==> config.mk <==
export PLATFORM = sky130hd
export DESIGN_NAME = sum_accumulator
export DESIGN_NICKNAME = d
export VERILOG_FILES = /design/src/rtl/sum_acc_pkg.sv /design/src/rtl/sum_accumulator.sv
export SDC_FILE = /design/constraint.sdc
export NUM_CORES = 1
export LEC_CHECK = 0
export BUFFER_PORTS_ARGS = -buffer_cell sky130_fd_sc_hd__buf_2
export CAP_MARGIN = 30
export CORE_MARGIN = 5
export CORE_UTILIZATION = 40
export DETAILED_ROUTE_END_ITERATION = 8
export HOLD_SLACK_MARGIN = 0.1
export PLACE_DENSITY = 0.61
export SLEW_MARGIN = 20
export SYNTH_ARGS = -nofsm -noshare
export SYNTH_HDL_FRONTEND = slang
export SYNTH_SLANG_ARGS = --single-unit
==> constraint.sdc <==
create_clock -name clk -period 1.56 [get_ports clk]
set_input_delay 0.078 -clock clk [delete_from_list [all_inputs] [get_ports clk]]
set_output_delay 0.078 -clock clk [all_outputs]
set_load 0.02 [all_outputs]
==> src/rtl/sum_acc_pkg.sv <==
// Shared definitions for the sum accumulator: FSM state encoding and
// the fixed widths of an incoming sample and of the sample counter.
package sum_acc_pkg;

    // Sample is {cout, sum[2:0]} from the upstream adder
    localparam int SAMPLE_W = 4;
    // Wide enough to count up to 15 samples
    localparam int CNT_W    = 4;

    typedef enum logic [1:0] {
        IDLE  = 2'd0,
        ACCUM = 2'd1,
        HOLD  = 2'd2
    } state_t;

endpackage

==> src/rtl/sum_accumulator.sv <==
// Accumulates N_SAMPLES 4-bit adder results ({cout, sum}) into an ACC_W-bit
// total with a sticky overflow flag. A batch closes after N_SAMPLES accepts
// or on flush; the result is then held with a valid/ready handshake until
// downstream takes it, while the input side is stalled.
module sum_accumulator
    import sum_acc_pkg::*;
#(
    parameter int N_SAMPLES = 4,
    parameter int ACC_W     = 8
) (
    input  logic               clk,
    input  logic               rst,
    input  logic               in_valid,
    output logic               in_ready,
    input  logic [2:0]         sum_in,
    input  logic               cout_in,
    input  logic               flush,
    output logic               out_valid,
    input  logic               out_ready,
    output logic [ACC_W-1:0]   acc_out,
    output logic               ovf_out,
    output logic [CNT_W-1:0]   count_out
);

    localparam logic [CNT_W-1:0] N_LAST = CNT_W'(N_SAMPLES);

    state_t                state;
    logic [ACC_W-1:0]      acc;
    logic [CNT_W-1:0]      cnt;
    logic                  ovf;

    logic [SAMPLE_W-1:0]   sample;
    logic [ACC_W:0]        sum_ext;
    logic [CNT_W-1:0]      cnt_inc;
    logic                  accept;

    // Datapath helpers: current sample, widened sum with carry, next count
    always_comb begin
        sample  = {cout_in, sum_in};
        sum_ext = {1'b0, acc} + (ACC_W + 1)'(sample);
        cnt_inc = cnt + CNT_W'(1);
        accept  = in_valid & in_ready;
    end

    // Batch FSM with registered handshake outputs; reset overrides everything
    always_ff @(posedge clk) begin
        if (!rst) begin
            state     <= IDLE;
            acc       <= '0;
            cnt       <= '0;
            ovf       <= 1'b0;
            in_ready  <= 1'b1;
            out_valid <= 1'b0;
        end else begin
            case (state)
                IDLE: begin
                    if (accept) begin
                        acc <= ACC_W'(sample);
                        cnt <= CNT_W'(1);
                        ovf <= 1'b0;
                        if (N_SAMPLES == 1 || flush) begin
                            state     <= HOLD;
                            in_ready  <= 1'b0;
                            out_valid <= 1'b1;
                        end else begin
                            state <= ACCUM;
                        end
                    end
                end
                ACCUM: begin
                    if (accept) begin
                        acc <= sum_ext[ACC_W-1:0];
                        ovf <= ovf | sum_ext[ACC_W];
                        cnt <= cnt_inc;
                        // A sample arriving with flush is folded in before closing
                        if (cnt_inc == N_LAST || flush) begin
                            state     <= HOLD;
                            in_ready  <= 1'b0;
                            out_valid <= 1'b1;
                        end
                    end else if (flush) begin
                        state     <= HOLD;
                        in_ready  <= 1'b0;
                        out_valid <= 1'b1;
                    end
                end
                HOLD: begin
                    if (out_ready) begin
                        state     <= IDLE;
                        acc       <= '0;
                        cnt       <= '0;
                        ovf       <= 1'b0;
                        in_ready  <= 1'b1;
                        out_valid <= 1'b0;
                    end
                end
                default: begin
                    state     <= IDLE;
                    acc       <= '0;
                    cnt       <= '0;
                    ovf       <= 1'b0;
                    in_ready  <= 1'b1;
                    out_valid <= 1'b0;
                end
            endcase
        end
    end

    // Result outputs read as zero whenever no result is being presented
    always_comb begin
        acc_out   = out_valid ? acc : '0;
        ovf_out   = out_valid ? ovf : 1'b0;
        count_out = out_valid ? cnt : '0;
    end

endmodule

## Word level (Yosys, flattened, before mapping)

Index checks and enable logic that the tools add are counted.

| storage, ports and cells | value |
|---|---|
| logic and storage cells | 56 |
| bits of input ports | 9 |
| output and inout port bits | 15 |
| register bits | 17 |

| cells by class | value |
|---|---|
| mux-type cells | 33 |
| reduce and logical (&&, ||, !) cells | 5 |
| equality and inequality tests | 8 |
| add/subtract/negate cells | 2 |
| bitwise logic cells | 2 |

Operators by type and width:

| cell | count |
|---|---|
| $mux W8 | 4 |
| $pmux W8 S3 | 1 |
| $mux W4 | 4 |
| $mux W1 | 13 |
| $mux W2 | 6 |
| $pmux W4 S3 | 1 |
| $add A8 B4 Y9 | 1 |
| $pmux W1 S3 | 3 |
| $ne A2 B2 Y1 const B | 3 |
| $ne A3 B3 Y1 const B | 2 |
| $pmux W2 S3 | 1 |
| $reduce_and A3 Y1 | 2 |
| $add A4 B1 Y4 const B | 1 |
| $eq A4 B3 Y1 const B | 1 |
| $reduce_and A4 Y1 | 1 |
| $eq A2 B1 Y1 const B | 1 |
| $eq A2 B2 Y1 const B | 1 |
| $logic_not A2 Y1 | 1 |
| $and A1 B1 Y1 | 1 |
| $logic_or A1 B1 Y1 | 1 |
| $or A1 B1 Y1 | 1 |

## Longest topological paths before layout

Gate-level depths: netlist of the first run.

| depth | value |
|---|---|
| depth after elaboration | 6 |
| depth in mapped cells | 7 |
| depth with buffers taken out | 7 |

## Worst setup path after synthesis of the first run

Ideal clock, no wire load.

| timing path | value |
|---|---|
| path kind | register to register |
| from | register acc[0] |
| to | register ovf |
| library setup time | 141 ps |
| period minus slack after synthesis | 1694 ps |
| data arrival time | 1554 ps |
| slack | -134 ps |
| cell stages (with the launch flop) | 8 |
| path buffers | 0 |
| data required time | 1419 ps |
| cell sequence | dfxtp_1 > ha_1 > fa_1 > a21o_1 > a21oi_1 > nor2b_1 > a31oi_1 > nor2_1 |

| on the way | value |
|---|---|
| longest elaborated chain between the ends | 4 |

Ends and longest elaborated chain:

| item | line | RTL |
|---|---|---|
| from (decl) | sum_accumulator.sv:28 | `logic [ACC_W-1:0] acc;` |
| from (signal assigned) | sum_accumulator.sv:58 | `acc <= ACC_W'(sample);` |
| from (signal assigned) | sum_accumulator.sv:72 | `acc <= sum_ext[ACC_W-1:0];` |
| $add A8 B4 Y9 | sum_accumulator.sv:40 | `sum_ext = {1'b0, acc} + (ACC_W + 1)'(sample);` |
| $or A1 B1 Y1 | sum_accumulator.sv:73 | `ovf <= ovf \| sum_ext[ACC_W];` |
| $mux W1 | sum_accumulator.sv:71 | `if (accept) begin` |
| $pmux W1 S3 | sum_accumulator.sv:55 | `case (state)` |
| to (signal assigned) | sum_accumulator.sv:73 |  |
| to (decl) | sum_accumulator.sv:30 | `logic ovf;` |

Every way passes these cells. The select of a mux whose other input is x is not followed.
A chain may end at the register's enable or synchronous reset.

## Worst setup path after layout of the first run

| timing path | value |
|---|---|
| from | register cnt[0] |
| to | register in_ready |

| on the way | value |
|---|---|
| longest elaborated chain between the ends | 5 |

Ends and longest elaborated chain:

| item | line | RTL |
|---|---|---|
| from (decl) | sum_accumulator.sv:29 | `logic [CNT_W-1:0] cnt;` |
| from (signal assigned) | sum_accumulator.sv:74 | `cnt <= cnt_inc;` |
| $add A4 B1 Y4 | sum_accumulator.sv:41 | `cnt_inc = cnt + CNT_W'(1);` |
| $eq A4 B3 Y1 | sum_accumulator.sv:76 | `if (cnt_inc == N_LAST \|\| flush) begin` |
| $logic_or A1 B1 Y1 | sum_accumulator.sv:76 |  |
| $ne A3 B3 Y1 (no line) | n/a |  |
| $reduce_and A3 Y1 (no line) | n/a |  |
| to (signal assigned) | sum_accumulator.sv:78 | `in_ready <= 1'b0;` |
| to (signal assigned) | sum_accumulator.sv:83 | `in_ready <= 1'b0;` |
| to (signal assigned) | sum_accumulator.sv:93 | `in_ready <= 1'b1;` |
| to (decl) | sum_accumulator.sv:14 | `output logic in_ready,` |

Every way passes these cells.

==> summary.txt, run 1 <==
Global routing
  • Gr ovfl total: 0
  • Largest net degree at the start of global routing: 16
  • Initial antenna violation count: 0
  • GR Util All Layers: 13.8%
  • First-pass GRT wire length: 4.51 mm
  • Vias in the first global route: 995

Die
  • Total die area: 3860 sq um
  • I/O Pins: 24
  • Starting density of the core: 42.7%
  • Cell Rows: 18
  • Die W: 62.1 um
  • Die Ht: 62.1 um
  • Core area: 2540 sq um

Worst hold path
  • Hold path cells: 2
  • Endpoint, Worst Hold: state[1]
  • Hold path start: rst
  • Worst min path class: in2reg

CTS
  • CTS tree: yes
  • Later-pin clock latency in the skew report: 0.30 ns
  • Clock sink count: 17
  • Num CTS Buffers: 3
  • H-tree Lvls: 1
  • CTS root buf: clkbuf_4
  • Worst-case clock buffer depth: 2
  • Postcts setup bufs: 0
  • Clock edge transition at the registers on the reported setup and hold paths: 0.11 ns

Cells and area
  • Share of layout cells above drive strength 1: 40.2%
  • # diodes: 0
  • Nets: 181
  • Final core utilization: 59.4%
  • Layout area overhead: 39.2%

Yosys
  • Synth area leader: dfxtp_1
  • Yosys Warn Count: 0
  • Synth top area cells: dfxtp_1 (31%), and2_1 (8.6%), ha_1 (6.9%)
  • Top-area cell type share of the netlist area: 31.3%
  • Cell count after synthesis: 126
  • Async set-reset flop share out of synthesis: 0%
  • Post-Syn Area: 1090 sq um
  • Seq cells post-synth: 17
  • Syn avg cell area: 8.62 sq um
  • EDFF count, synth: 0
  • Post-synthesis sequential area ratio: 31.3%
  • Synth Net Count: 142
  • Top FF cell, synth: dfxtp_1
  • Synth cell types: 38

Route
  • DRT Wirelength: 2.65 mm
  • DRT Pass-1 Iters: 4
  • Vias per cell: 5.25
  • Via count: 1019
  • WL/cell: 13.7 um
  • 1st-iter DRT viols: 44
  • Detail Route Antenna Nets: 0
  • DR DRC count: 0

Power and ir drop
  • Leak: 0.664 nW
  • Peak supply drop: 0.509 mV
  • Pwr dens: 680 nW/um^2
  • Gate power share: 27.9%
  • Sw Ratio: 32.4%
  • Internal power: 0.694 mW
  • Total chip power: 1.03 mW
  • Clk pwr share: 23.9%
  • Sequential power share: 48.2%
  • P_sw: 0.333 mW

STA
  • Final min period: 1.58 ns
  • Worst setup margin: -0.0226 ns
  • RSZ-0062 raised after global routing: yes
  • Setup TNS: -0.0226 ns
  • Slew @ Worst Pin: 0.408 ns
  • Final hold violation count: 0
  • Clk_skew: 0.00635 ns
  • FMAX: 632 MHz
  • Max-slew violations: 0
  • Final period util: 101%
  • Slew HR: 72.8%
  • WHS: 0.123 ns
  • Setup-failing EPs final: 1

Setup path
  • Crit path capture type: flop
  • Worst path max stage delay: 0.38 ns
  • Crit-path cells: ha_4 -> or3b_4 -> o41ai_4 -> buf_4 -> and2_4 -> nand3_2 -> o211a_1
  • Worst path slowest cell: or3b_4
  • WP buf/inv: 1
  • Req. time, crit path: 1.76 ns
  • Reg2reg path depth: 7
  • WP data arrival: 1.78 ns
  • Max FO, Critical Path: 2
  • RR Endpoint: in_ready
  • CP startpoint kind: flop
  • Delay-heaviest family, CP: simple AND/OR/NAND/NOR gates
  • FF-to-FF Start: cnt[0]
  • R2r setup slk: -0.02 ns
  • Critical path class: reg2reg

Place
  • # port buffers: 23
  • Routability cong.: 0.699
  • HPWL after DPL: 1.97 mm

Flow run
  • Max-cap violation count: 0

Status
  • Failing checks: negative setup slack
  • Status: complete, but fails checks
==> cell families after synthesis <==
family | count (synthesis) | share of synthesized area, %
compound gates | 34 | 21.7
xor+xnor | 4 | 3.23
fa+ha+maj | 7 | 8.76
buf+inv | 7 | 3.92
flops | 17 | 31.3
mux | 2 | 2.07
simple gates | 55 | 29.0
==> worst max path at each step <==
stage | depth (start not counted) | end | from | slack, ns
after CTS | 7 | ovf | acc[0] | -0.04
final | 7 | in_ready | cnt[0] | -0.02
after floorplan | 6 | in_ready | cnt[0] | 0.002
after detailed placement | 7 | in_ready | cnt[0] | -0.07
after global routing | 7 | acc[6] | acc[0] | -0.11
after global placement | 7 | in_ready | cnt[0] | -0.07
==> cells in the final DEF (no fill, tap or decap), drive strengths merged, types with 2 or more instances in the layout <==
master,netlist,final
mux2,2,2
xnor2,2,2
ha,6,6
a22oi,3,3
inv,2,2
and2,15,15
clkbuf,2,3
a31oi,3,3
nor2,11,11
nor3b,2,2
xor2,2,2
nor2b,6,6
o211ai,3,3
nand3,5,5
and3b,2,2
a21o,3,3
dfxtp,17,17
o211a,2,2
a21oi,7,7
nand2,7,7
a211oi,3,3
and3,2,2
o21ai,4,4
buf,3,38
==> cell type report <==
cell class | count | area [sq um]
clock inverter | 1 | 5.00
timing repair buffer | 39 | 249
clock buffer | 3 | 22.5
inverter | 2 | 7.51
fill | 237 | 1030
tap | 30 | 37.5
sequential | 17 | 347
multi-input combinational | 102 | 843
==> through the flow <==
stage	setup slack [ns]	cells	cell area [sq um]
floorplan	0.00206	126	1110
finish	-0.0226	194	1510
detailed placement	-0.0655	189	1340
global placement	-0.0698	189	1340
global route	-0.108	194	1510
CTS	-0.0382	194	1410
==> layer usage <==
layer	wire (um)	global-route usage, %	vias to the layer above	part of all wire (%)
met2	1220	21.5	22	46
met4	21	2.44	0	0.79
met5	0	0	-	0
li1	-	-	534	-
met1	1280	18.3	461	48
met3	132	4.86	2	5.0
==> repair_timing <==
item | in CTS | in global routing
hold buffers | 1 | 0
pin swaps | 3 | 5
hold endpoints to repair | 1 | 0
resized for setup | 7 | 19
endpoints found under the setup margin | 9 | 12
==> power groups by stage <==
stage / combinational, mW / clock [mW] / sequential, mW
2_1_floorplan: 0.162 / 0 / 0.497
3_3_place_gp: 0.240 / 0 / 0.500
3_5_place_dp: 0.244 / 0 / 0.502
4_1_cts: 0.252 / 0.256 / 0.493
5_1_grt: 0.319 / 0.276 / 0.501
6_report: 0.287 / 0.246 / 0.495
==> worst register-to-register path, stage by stage (launching register included) <==
cell	delay [ns]
dfxtp_2	0.37
ha_4	0.14
or3b_4	0.38
o41ai_4	0.06
buf_4	0.16
and2_4	0.15
nand3_2	0.09
o211a_1	0.14
==> state kept, by name (all words and copies together), names as in the netlist <==
register,cells
acc,8
in_ready,1
cnt,4
out_valid,1
ovf,1
state,2
==> cells in the mapped netlist, types with 2 or more instances <==
master     n
dfxtp_1   17
and2_1    15
nor2_1    11
a21oi_1    7
nand2_1    7
ha_1       6
nor2b_1    6
nand3_1    5
o21ai_0    4
a211oi_1   3
a21o_1     3
a22oi_1    3
a31oi_1    3
o211ai_1   3
and3_1     2
and3b_1    2
buf_6      2
clkbuf_1   2
inv_1      2
mux2_2     2
o211a_1    2
xnor2_1    2
xor2_1     2
No activity file was read; power rests on OpenSTA's default activity.
==> run 2, diff against run 1 <==
--- a/config.mk
+++ b/config.mk
@@ -14,2 +14,3 @@
 export PLACE_DENSITY = 0.61
+export RECOVER_POWER = 25
 export SLEW_MARGIN = 20
==> constraint.sdc (replaced) <==
create_clock -name clk -period 1.56 [get_ports clk]
set_input_delay 0.312 -clock clk [delete_from_list [all_inputs] [get_ports clk]]
set_output_delay 0.312 -clock clk [all_outputs]
set_load 0.02 [all_outputs]
==> summary.txt, run 2 (synthesized netlist as in run 1, its figures left out) <==
Die
  • Total die area: 3860 sq um
  • Die W: 62.1 um
  • Cell Rows: 18
  • Core area: 2540 sq um
  • Die Ht: 62.1 um
  • Starting density of the core: 42.7%
  • I/O Pins: 24

Cells and area
  • # diodes: 0
  • Most frequent cells in the layout: buf_2 (20), buf_4 (15), and2_1 (14), dfxtp_1 (11), nor2_1 (10)
  • Largest Register: acc
  • Share of layout cells above drive strength 1: 40.2%
  • Reg area: 350 sq um
  • Commonest non-fill, non-tap cell in the layout: buf_2
  • Biggest regs: acc x8, cnt x4, state x2
  • Multi-input logic area: 810 sq um
  • Final core utilization: 57.7%
  • Max reg flops: 8
  • Filler cell count: 255
  • Finished Cell Area: 1470 sq um
  • Layout area overhead: 35.1%
  • Nets: 181

Setup path
  • Worst path max stage delay: 0.38 ns
  • Crit-path cells: buf_6 -> fa_2 -> a21o_1 -> a21oi_2 -> buf_4 -> or3_1 -> a21oi_1
  • Req. time, crit path: 1.72 ns
  • Critical path class: reg2reg
  • WP buf/inv: 2
  • Delay-heaviest family, CP: compound AO/OA/AOI/OAI gates
  • Max FO, Critical Path: 4
  • Crit path capture type: flop
  • CP startpoint kind: flop
  • Worst path slowest cell: dfxtp_4
  • WP data arrival: 1.80 ns

Power and ir drop
  • Peak supply drop: 0.502 mV
  • Gate power share: 27.8%
  • Internal power: 0.694 mW
  • Leak: 0.648 nW
  • Sw Ratio: 32.3%
  • Clk pwr share: 23.6%
  • P_sw: 0.331 mW
  • Sequential power share: 48.6%
  • Pwr dens: 698 nW/um^2

STA
  • Setup-failing EPs final: 3
  • WHS: 0.306 ns
  • Final hold violation count: 0
  • Clk_skew: 0.00482 ns
  • Slew @ Worst Pin: 0.532 ns
  • Final min period: 1.64 ns
  • FMAX: 608 MHz
  • Max-slew violations: 0
  • Final period util: 105%
  • Worst setup margin: -0.0836 ns
  • RSZ-0062 raised after global routing: yes
  • Setup TNS: -0.190 ns
  • Slew HR: 64.5%

Route
  • Vias per cell: 5.45
  • DRT Pass-1 Iters: 4
  • DRT Wirelength: 2.80 mm
  • Detail Route Antenna Nets: 0
  • DR DRC count: 0
  • 1st-iter DRT viols: 53
  • Via count: 1057
  • WL/cell: 14.4 um

Status
  • Failing checks: negative setup slack
  • Status: complete, but fails checks

CTS
  • Clock edge transition at the registers on the reported setup and hold paths: 0.10 ns
  • Clock sink count: 17
  • Num CTS Buffers: 3
  • CTS tree: yes
  • Worst-case clock buffer depth: 2
  • CTS root buf: clkbuf_4
  • Later-pin clock latency in the skew report: 0.29 ns
  • H-tree Lvls: 1
  • Hold_buf cts: 0

Global routing
  • Gr ovfl total: 0
  • Initial antenna violation count: 0
  • Vias in the first global route: 1035
  • Largest net degree at the start of global routing: 16
  • GR Util All Layers: 14.2%
  • First-pass GRT wire length: 4.60 mm

Place
  • HPWL after DPL: 2.01 mm
  • Routability cong.: 0.776
  • Pre-CTS setup slack: -0.229 ns
  • DP Area: 1340 sq um
  • # port buffers: 23

Worst hold path
  • Worst min path class: in2reg

Flow run
  • Max-cap violation count: 0
[run 2: metrics by stage]
step,power (mW),instances
3_3_place_gp,0.744,188
2_1_floorplan,0.660,126
6_report,1.02,194
4_1_cts,1.00,192
5_1_grt,1.09,194
3_5_place_dp,0.750,188
[run 2: final cells by class]
| type | instances | share of cell area [%] |
|---|---|---|
| Timing Repair Buffer | 39 | 16.1 |
| Inverter | 2 | 0.512 |
| Clock buffer | 4 | 1.79 |
| Sequential cell | 17 | 23.9 |
| Multi-Input combinational cell | 102 | 55.2 |
| Tap cell | 30 | 2.56 |
[run 2: worst paths after layout]
path,cells past startpoint,slack (ns),endpoint,start
max,7,-0.08,acc[4],acc[1]
min,4,0.31,state[0],flush
max reg2reg,7,-0.08,acc[4],acc[1]
min reg2reg,2,0.51,ovf,ovf
[run 2: routing by layer]
layer	GRT usage, %	vias to the layer above	share of wire, %
met2	23.1	15	49
li1	-	535	-
met1	18.0	503	46
met4	5.96	0	1.1
met5	0	-	0
met3	3.24	4	3.5
[run 2: timing repair]
action | in CTS | in global routing
resized for setup | 9 | 16
pin swaps | 7 | 15
endpoints found under the setup margin | 12 | 13
setup buffers | 0 | 2
[run 2: worst min-delay path: cells and delay by family]
family | cells | cell delay, ns
buffers and inverters | 1 | 0.11
AND/OR/NAND/NOR | 1 | 0.04
AO/OA/AOI/OAI | 2 | 0.10
[run 2: power by group through the flow]
stage | Combinational (mW) | Sequential, mW | Clock (mW)
floorplan | 0.163 | 0.497 | 0
global placement | 0.242 | 0.502 | 0
detailed placement | 0.247 | 0.503 | 0
CTS | 0.253 | 0.495 | 0.252
global route | 0.314 | 0.504 | 0.277
finish | 0.285 | 0.497 | 0.242
==> run 3, diff against run 2 <==
- CELL_PAD_IN_SITES_DETAIL_PLACEMENT: not set -> 0
- CELL_PAD_IN_SITES_GLOBAL_PLACEMENT: not set -> 1
- CORE_UTILIZATION: 40 -> 35
- PLACE_DENSITY: 0.61 -> 0.71
==> summary.txt, run 3 (synthesized netlist as in run 1, its figures left out) <==
Status
  • Status: complete, but fails checks
  • Failing checks: negative setup slack

Power and ir drop
  • Pwr dens: 686 nW/um^2
  • Sw Ratio: 32.3%
  • Internal power: 0.701 mW
  • Leak: 0.654 nW
  • Clk pwr share: 23.7%
  • Gate power share: 28.2%
  • P_sw: 0.334 mW
  • Peak supply drop: 0.369 mV
  • Sequential power share: 48.2%

Route
  • DRT Wirelength: 2.83 mm
  • DRT Pass-1 Iters: 4
  • Via count: 1056
  • Vias per cell: 5.33
  • DR DRC count: 0
  • Detail Route Antenna Nets: 0
  • 1st-iter DRT viols: 65
  • WL/cell: 14.3 um

CTS
  • H-tree Lvls: 1
  • Hold_buf cts: 0
  • CTS root buf: clkbuf_4
  • Worst-case clock buffer depth: 2
  • Clock sink count: 17
  • Num CTS Buffers: 3
  • Later-pin clock latency in the skew report: 0.30 ns
  • Clock edge transition at the registers on the reported setup and hold paths: 0.10 ns
  • CTS tree: yes

Place
  • Placed insts: 192
  • DP Area: 1350 sq um
  • Routability cong.: 0.842
  • HPWL after DPL: 1.97 mm
  • # port buffers: 23

STA
  • Max-slew violations: 0
  • Setup-failing EPs final: 2
  • Worst setup margin: -0.0386 ns
  • Final min period: 1.60 ns
  • Clk_skew: 0.00241 ns
  • Slew HR: 64.3%
  • Final period util: 102%
  • Final hold violation count: 0
  • Slew @ Worst Pin: 0.535 ns
  • RSZ-0062 raised after global routing: yes
  • FMAX: 626 MHz

Setup path
  • Worst path slowest cell: dfxtp_2
  • R2r setup slk: -0.04 ns
  • CP startpoint kind: flop
  • Req. time, crit path: 1.74 ns
  • Max FO, Critical Path: 4
  • WP data arrival: 1.78 ns
  • Crit-path cells: ha_4 -> fa_2 -> a21o_1 -> a21oi_4 -> nor3_2 -> xnor2_1 -> nor2_1
  • Crit path capture type: flop
  • Critical path class: reg2reg
  • RR Endpoint: acc[6]
  • Worst path max stage delay: 0.35 ns
  • FF-to-FF Start: acc[0]
  • Reg2reg path depth: 7

Cells and area
  • # diodes: 0
  • Reg area: 352 sq um
  • Finished Cell Area: 1510 sq um
  • Largest Register: acc
  • Max reg flops: 8
  • Share of layout cells above drive strength 1: 41.8%
  • Filler cell count: 293
  • Layout area overhead: 39.1%
  • Biggest regs: acc x8, cnt x4, state x2
  • Non-Filler Instances: 198
  • Multi-input logic area: 843 sq um
  • Commonest non-fill, non-tap cell in the layout: buf_2
  • Nets: 182
  • Most frequent cells in the layout: buf_2 (19), buf_4 (17), and2_1 (14), nor2_1 (10), dfxtp_1 (10)

Die
  • Cell Rows: 20
  • Die W: 65.7 um
  • I/O Pins: 24
  • Starting density of the core: 36.2%
  • Die Ht: 65.7 um
  • Core area: 3000 sq um
  • Total die area: 4320 sq um

Worst hold path
  • Endpoint, Worst Hold: state[0]
  • Hold path start: flush
  • Hold path cells: 4
  • Worst min path class: in2reg

Global routing
  • Gr ovfl total: 0
  • Largest net degree at the start of global routing: 16
  • Vias in the first global route: 1090
  • First-pass GRT wire length: 4.77 mm
  • GR Util All Layers: 14.1%
  • Initial antenna violation count: 0

Flow run
  • Max-cap violation count: 0
[run 3: worst max path at each step]
stage / startpoint / to / slack (ns)
floorplan: acc[0] / ovf / -0.02
global placement: sum_in[0] / ovf / -0.20
detailed placement: sum_in[0] / ovf / -0.23
CTS: acc[0] / ovf / -0.1
global route: acc[0] / ovf / -0.15
finish: acc[0] / acc[6] / -0.04
[run 3: power groups by stage]
stage	combinational, mW	sequential [mW]	clock (mW)
2_1_floorplan	0.163	0.497	0
6_report	0.292	0.499	0.245
5_1_grt	0.325	0.506	0.268
3_5_place_dp	0.250	0.505	0
4_1_cts	0.255	0.497	0.257
3_3_place_gp	0.247	0.503	0
[run 3: what timing repair did]
item	4_1_cts	5_1_grt
endpoints found under the hold margin	0	0
setup endpoints to repair	23	14
pin swaps	6	10
buffers inserted	2	0
resized for setup	7	16
[run 3: per-layer routing]
layer  share of wire (%)  GRT usage, %  wire, um
met1                  48          18.1      1350
met2                  47          22.5      1320
met3                 3.4          2.39        97
met4                 2.2          7.25        63
met5                   0             0         0
[run 3: area by class of cell]
type,count,area share (%)
tap,33,2.73
multi-input combinational,102,55.8
inverter,2,0.497
clock buffer,4,1.74
timing repair buffer,40,15.9
sequential,17,23.3
[run 3: stage by stage]
| step | util [%] | setup slack (ns) | power (mW) | TNS, ns | hold WS, ns |
|---|---|---|---|---|---|
| 4_1_cts | 47.1 | -0.0954 | 1.01 | -0.207 | 0.314 |
| 2_1_floorplan | - | -0.0189 | 0.660 | -0.0296 | 0.429 |
| 3_3_place_gp | 45.1 | -0.200 | 0.750 | -0.865 | 0.453 |
| 6_report | 50.3 | -0.0386 | 1.04 | -0.0612 | 0.328 |
| 5_1_grt | 50.3 | -0.150 | 1.10 | -0.510 | 0.347 |
| 3_5_place_dp | 45.1 | -0.233 | 0.755 | -0.992 | 0.476 |
[run 3: worst max-delay path, delay by kind of cell (launching register included)]
family / cells / cell delay (ns)
DFF: 1 / 0.35
adders and majority gates: 2 / 0.49
xor gates and xnor gates: 1 / 0.15
and+or+nand+nor: 2 / 0.11
AOI/OAI and AO/OA: 2 / 0.38
